### src/rtl/fsmc_wave_fifo.sv
// fsmc_wave_fifo
// Register-mapped sample FIFO sitting behind fsmc_interface. MCU writes to the
// data code are buffered and streamed out over valid/ready (first-word
// fall-through). The control, status and level registers are muxed back onto
// fsmc_tx_data for MCU reads.
module fsmc_wave_fifo #(
  parameter int          DEPTH     = 16,
  parameter int          DW        = 16,
  parameter int          LOW_WATER = 4,
  parameter logic [3:0]  CS_DATA   = 4'd0,
  parameter logic [3:0]  CS_CTRL   = 4'd1,
  parameter logic [3:0]  CS_STAT   = 4'd2,
  parameter logic [3:0]  CS_LEVEL  = 4'd3
) (
  input  logic          clk,
  input  logic          reset,
  input  logic [3:0]    fsmc_cs,
  input  logic          fsmc_state,
  input  logic [DW-1:0] fsmc_rx_data,
  output logic [DW-1:0] fsmc_tx_data,
  output logic          out_valid,
  input  logic          out_ready,
  output logic [DW-1:0] out_data,
  output logic          irq
);

  localparam int AW = $clog2(DEPTH);
  localparam int CW = AW + 1;

  // Registered state
  logic          state_q,  state_d;   // previous-cycle fsmc_state
  logic          armed_q,  armed_d;   // fsmc_state seen low since reset
  logic          en_q,     en_d;
  logic          ovf_q,    ovf_d;
  logic [AW-1:0] wr_ptr_q, wr_ptr_d;
  logic [AW-1:0] rd_ptr_q, rd_ptr_d;
  logic [CW-1:0] count_q,  count_d;
  logic          irq_q,    irq_d;
  logic [DW-1:0] tx_q,     tx_d;

  logic [DW-1:0] mem [DEPTH];

  // Decoded strobes
  logic wr_stb, push, ctrl_wr, flush, clr_ovf;
  logic empty, full, pop, push_ok, overflow;

  // A write still in progress when reset releases must not commit, so the
  // edge detector is only armed once fsmc_state has been observed low.
  assign wr_stb   = fsmc_state & ~state_q & armed_q;
  assign push     = wr_stb & (fsmc_cs == CS_DATA);
  assign ctrl_wr  = wr_stb & (fsmc_cs == CS_CTRL);
  assign flush    = ctrl_wr & fsmc_rx_data[1];
  assign clr_ovf  = ctrl_wr & fsmc_rx_data[2];

  assign empty    = (count_q == '0);
  assign full     = (count_q == CW'(DEPTH));

  // Flush wins over a same-cycle pop; a full FIFO still accepts a push when
  // a pop frees the slot in the same cycle.
  assign out_valid = en_q & ~empty;
  assign pop       = out_valid & out_ready & ~flush;
  assign push_ok   = push & (~full | pop);
  assign overflow  = push & full & ~pop;

  assign out_data     = out_valid ? mem[rd_ptr_q] : '0;
  assign fsmc_tx_data = tx_q;
  assign irq          = irq_q;

  // Next-state logic for control, pointers, level, interrupt and read-back
  always_comb begin
    // NOTE: every signal gets a default first so no path leaves it unassigned
    // (which would infer a latch).
    state_d  = fsmc_state;
    armed_d  = armed_q | ~fsmc_state;
    en_d     = en_q;
    ovf_d    = ovf_q;
    wr_ptr_d = wr_ptr_q;
    rd_ptr_d = rd_ptr_q;
    count_d  = count_q;
    tx_d     = '0;

    if (ctrl_wr) en_d = fsmc_rx_data[0];

    // Clear first so a same-cycle overflow overrides it.
    if (clr_ovf)  ovf_d = 1'b0;
    if (overflow) ovf_d = 1'b1;

    if (flush) begin
      wr_ptr_d = '0;
      rd_ptr_d = '0;
      count_d  = '0;
    end else begin
      if (push_ok) wr_ptr_d = wr_ptr_q + AW'(1);
      if (pop)     rd_ptr_d = rd_ptr_q + AW'(1);
      case ({push_ok, pop})
        2'b10:   count_d = count_q + CW'(1);
        2'b01:   count_d = count_q - CW'(1);
        default: count_d = count_q;
      endcase
    end

    irq_d = en_q & (int'(count_q) < LOW_WATER);

    case (fsmc_cs)
      CS_CTRL:  tx_d = DW'(en_q);
      CS_STAT:  tx_d = DW'({en_q, ovf_q, full, empty});
      CS_LEVEL: tx_d = DW'(count_q);
      default:  tx_d = '0;
    endcase
  end

  // State registers with synchronous reset; reset overrides every strobe
  always_ff @(posedge clk) begin
    // NOTE: sequential state uses non-blocking assignments so all flops
    // update together from the same pre-edge values.
    if (reset) begin
      state_q  <= 1'b0;
      armed_q  <= 1'b0;
      en_q     <= 1'b0;
      ovf_q    <= 1'b0;
      wr_ptr_q <= '0;
      rd_ptr_q <= '0;
      count_q  <= '0;
      irq_q    <= 1'b0;
      tx_q     <= '0;
    end else begin
      state_q  <= state_d;
      armed_q  <= armed_d;
      en_q     <= en_d;
      ovf_q    <= ovf_d;
      wr_ptr_q <= wr_ptr_d;
      rd_ptr_q <= rd_ptr_d;
      count_q  <= count_d;
      irq_q    <= irq_d;
      tx_q     <= tx_d;
    end
  end

  // Sample storage written on accepted pushes
  always_ff @(posedge clk) begin
    // NOTE: the RAM is deliberately not reset; pointers and count define
    // which entries are valid, and this lets it map onto block memory.
    if (push_ok && !reset) mem[wr_ptr_q] <= fsmc_rx_data;
  end

endmodule

### config.mk
export PLATFORM = sky130hd
export DESIGN_NAME = fsmc_wave_fifo
export DESIGN_NICKNAME = d
export VERILOG_FILES = /design/src/rtl/fsmc_wave_fifo.sv
export SDC_FILE = /design/constraint.sdc
export NUM_CORES = 1
export LEC_CHECK = 0
export ABC_AREA = 1
export CAP_MARGIN = 20
export CORE_MARGIN = 2
export CORE_UTILIZATION = 45
export CTS_CLUSTER_DIAMETER = 40
export DETAILED_ROUTE_END_ITERATION = 12
export PLACE_DENSITY = 0.61
export SYNTH_ARGS = -nofsm -noshare
export SYNTH_HDL_FRONTEND = slang
export SYNTH_SLANG_ARGS = --single-unit
### constraint.sdc
create_clock -name clk -period 5.9 [get_ports clk]
set_clock_uncertainty 0.05 [all_clocks]
set_input_delay 0.59 -clock clk [delete_from_list [all_inputs] [get_ports clk]]
set_output_delay 0.59 -clock clk [all_outputs]
set_load 0.1 [all_outputs]
==> summary.md <==
| Metric | Value |
|---|---|
| Arr. time, crit path | `around 4.3 ns` |
| Max Freq | `0.202 GHz` |
| WHS | `approximately 0.41 ns` |
| Synth cell count leaders | `edfxtp_1 (256), o21ai_0 (132), nand2_1 (96)` |
| Cell Count, Final, Fillers Out | `1344` |
| DR vias | `7141` |
| Crit-path cells | `inv_1 > buf_4 > o211ai_1 > o21ai_1 > nand2_1 > nand2_1 > a31oi_1 > clkdlybuf4s50_1` |
| First-pass DRT Iterations | `7` |
| Syn avg cell area | `12.6 um^2` |
| Max-slew violations | `0` |
| Slowest cell delay on critical path | `1.25 ns` |
| Diode count | `0` |
| Largest fanout on the critical path | `37` |
| Overall Global Routing Usage | `0.202` |
| Netlist cell types | `37` |
| Worst EP required | `approximately 5.3 ns` |
| ANT nets after route | `0` |
| Post-CTS Setup Repair Bufs | `0` |
| Top-area cell type share of the netlist area | `0.658` |
| WL/cell | `19.9 um` |
| Die area | `~27000 um^2` |
| Via density | `5.31` |
| CTS tree | `done` |
| CP max-delay cell | `clkdlybuf4s50_1` |
| DRC | `0` |
| Leak | `~4.6 nW` |
| Area grow syn2layout | `18.2%` |
| Proportion of synthesized chip area in sequential cells | `0.705` |
| DP Cell Count | `around 1300` |
| Post-Place Setup Slack | `1.50 ns` |
| Top Ports | `58` |
| Top-count cell post-synth | `edfxtp_1` |
| Startpoint type of the worst setup path | `register` |
| RSZ-0062 raised after global routing | `no` |
| H-Tree Depth | `2` |
| Peak VDD IR | `between 0.3 and 0.4 mV` |
| Clk slew on worst S/H paths | `0.05 ns` |
| Hold Violations, Final | `0` |
| Slew HR | `0.282` |
| Setup ws final | `0.955 ns` |
| Clock sink count | `roughly 280` |
| Initial antenna violation count | `0` |
| First-pass GRT wire length | `40.8 mm` |
| Main synth FF type | `edfxtp_1` |
| Detailed Route WL | `26.8 mm` |
| Clock buffer depth | `3` |
| Vias in the first global route | `roughly 7000` |
| Status | `finished clean` |
| Max_cap viols | `0` |
| Syn. warnings | `0` |
| Row cnt | `58` |
| Async set or reset register ratio after synthesis | `0` |
| CP Class | `register to output port` |
| Top delay family on crit path | `buffers and inverters` |
| Gpl congestion | `about 0.8` |
| Worst min-delay path category | `register to register` |
| Die Y-Extent | `about 170 um` |
| Critical path capture point type | `output port` |
| CTS root buf | `clkbuf_16` |
| Latest clock arrival within the worst-skew pair | `0.51 ns` |
| Slew @ Worst Pin | `1.07 ns` |
| Grt total ovfl | `0` |
| Post-synth EDFFs | `approximately 260` |
| Synth area leaders | `edfxtp_1 (66%), o21ai_0 (5.7%), mux2i_1 (5.5%), dfxtp_1 (4.6%), a21oi_1 (3.2%)` |
| Setup_tns | `0 ns` |
| HPWL Detailed | `15.5 mm` |
| Cell count after synthesis | `927` |
| WP buf/inv | `3` |
| Tmin final | `about 5 ns` |
| CTS Hold Bufs | `0` |
| Iter 0 DRT Violations | `roughly 500` |
| Largest net degree at the start of global routing | `86` |
| Largest area contributor in the netlist | `edfxtp_1` |
| Initial Utilization | `0.461` |
| Total core area | `about 25000 um^2` |
| # nets final | `1016` |
| Post_cts resized | `0` |
| Setup violators final | `0` |
| Die X | `between 150 and 200 um` |
| Final Cycle Share | `0.838` |
| Worst path most repeated cell | `nand2_1` |
| Pwr/cell area | `324 nW/um^2` |
| Share of cells above drive strength 1 | `0.108` |
| Total CTS buffers | `38` |
| Number of port buffers | `46` |
| FF+latch count, synth | `between 200 and 300` |
| Final Util | `0.545` |
| Synthesized area | `11700 um^2` |
## registers in the layout (all words and copies together) (netlist names), named ones only
| signal | cells |
|---|---|
| en_q | 1 |
| count_q | 5 |
| irq | 1 |
| mem | 256 |
| wr_ptr_q | 4 |
| ovf_q | 1 |
| rd_ptr_q | 4 |
| state_q | 1 |
| armed_q | 1 |
| fsmc_tx_data | 5 |
## tightest hold or removal path, stage by stage (launching register included)
cell	delay [ns]
dfxtp_1	0.30
inv_1	0.05
a21oi_1	0.07
## metrics by stage
stage | total power [mW] | cell area, um^2
4_1_cts | 4.51 | 13700
5_1_grt | 4.60 | 13800
3_3_place_gp | 2.31 | 12500
6_report | 4.48 | 13800
3_5_place_dp | 2.31 | 12500
2_1_floorplan | 2.28 | 11700
## final timing paths
| check | slack, ns | start | end | cells after the start |
|---|---|---|---|---|
| max | 0.95 | register | out_data[5] | 8 |
| min | 0.41 | rd_ptr_q[3] | rd_ptr_q[3] | 2 |
| max reg2reg | 3.08 | count_q[0] | mem[2][3] | 8 |
| min reg2reg | 0.41 | rd_ptr_q[3] | rd_ptr_q[3] | 2 |
## cells by family (layout without fill, tap and decap cells)
| family | Yosys count | count (layout) | synth area share |
|---|---|---|---|
| buffers and inverters | 154 | 231 | 0.0542 |
| other | 1 | 11 | 0.000321 |
| adder cells (fa/ha/maj) | 6 | 6 | 0.00643 |
| AND/OR/NAND/NOR | 165 | 165 | 0.0624 |
| flip-flops | 283 | 283 | 0.705 |
| AO/OA/AOI/OAI | 250 | 250 | 0.114 |
| multiplexers | 64 | 64 | 0.0549 |
| XOR/XNOR | 4 | 4 | 0.00300 |
## area by class of cell
class | count | area (um^2)
inverter | 97 | 364
multi-input combinational | 500 | 2900
clock buffer | 41 | 983
clock inverter | 27 | 248
timing repair buffer | 66 | 668
fill | 2124 | 11500
sequential | 283 | 8230
tap | 330 | 413
## power by group
part / total (mW) / leakage [nW] / switching, mW / internal [mW]
sequential: 2.19 / 2.52 / 0.000901 / 2.19
combinational: 0.0851 / 1.55 / 0.0683 / 0.0167
clock: 2.21 / 0.580 / 0.858 / 1.35
## per-layer routing
metal / vias to the layer above / wire length, um / track usage
met4: 0 / 823 / 0.0715
met3: 54 / 1430 / 0.0342
met2: 201 / 12900 / 0.333
met1: 3457 / 11600 / 0.271
li1: 3429 / - / -
met5: - / 0 / 0
## cells in the final DEF (no fill, tap or decap), types with 17 or more instances in the layout
master and count:
inv_1 94, clkdlybuf4s50_1 46, o21ai_0 132, o211ai_1 17, a21oi_1 75, nor2_1 21, dfxtp_1 25, mux2i_1 64
clkbuf_16 39, edfxtp_1 256, nand2_1 96
No activity file was read; power rests on OpenSTA's default activity.
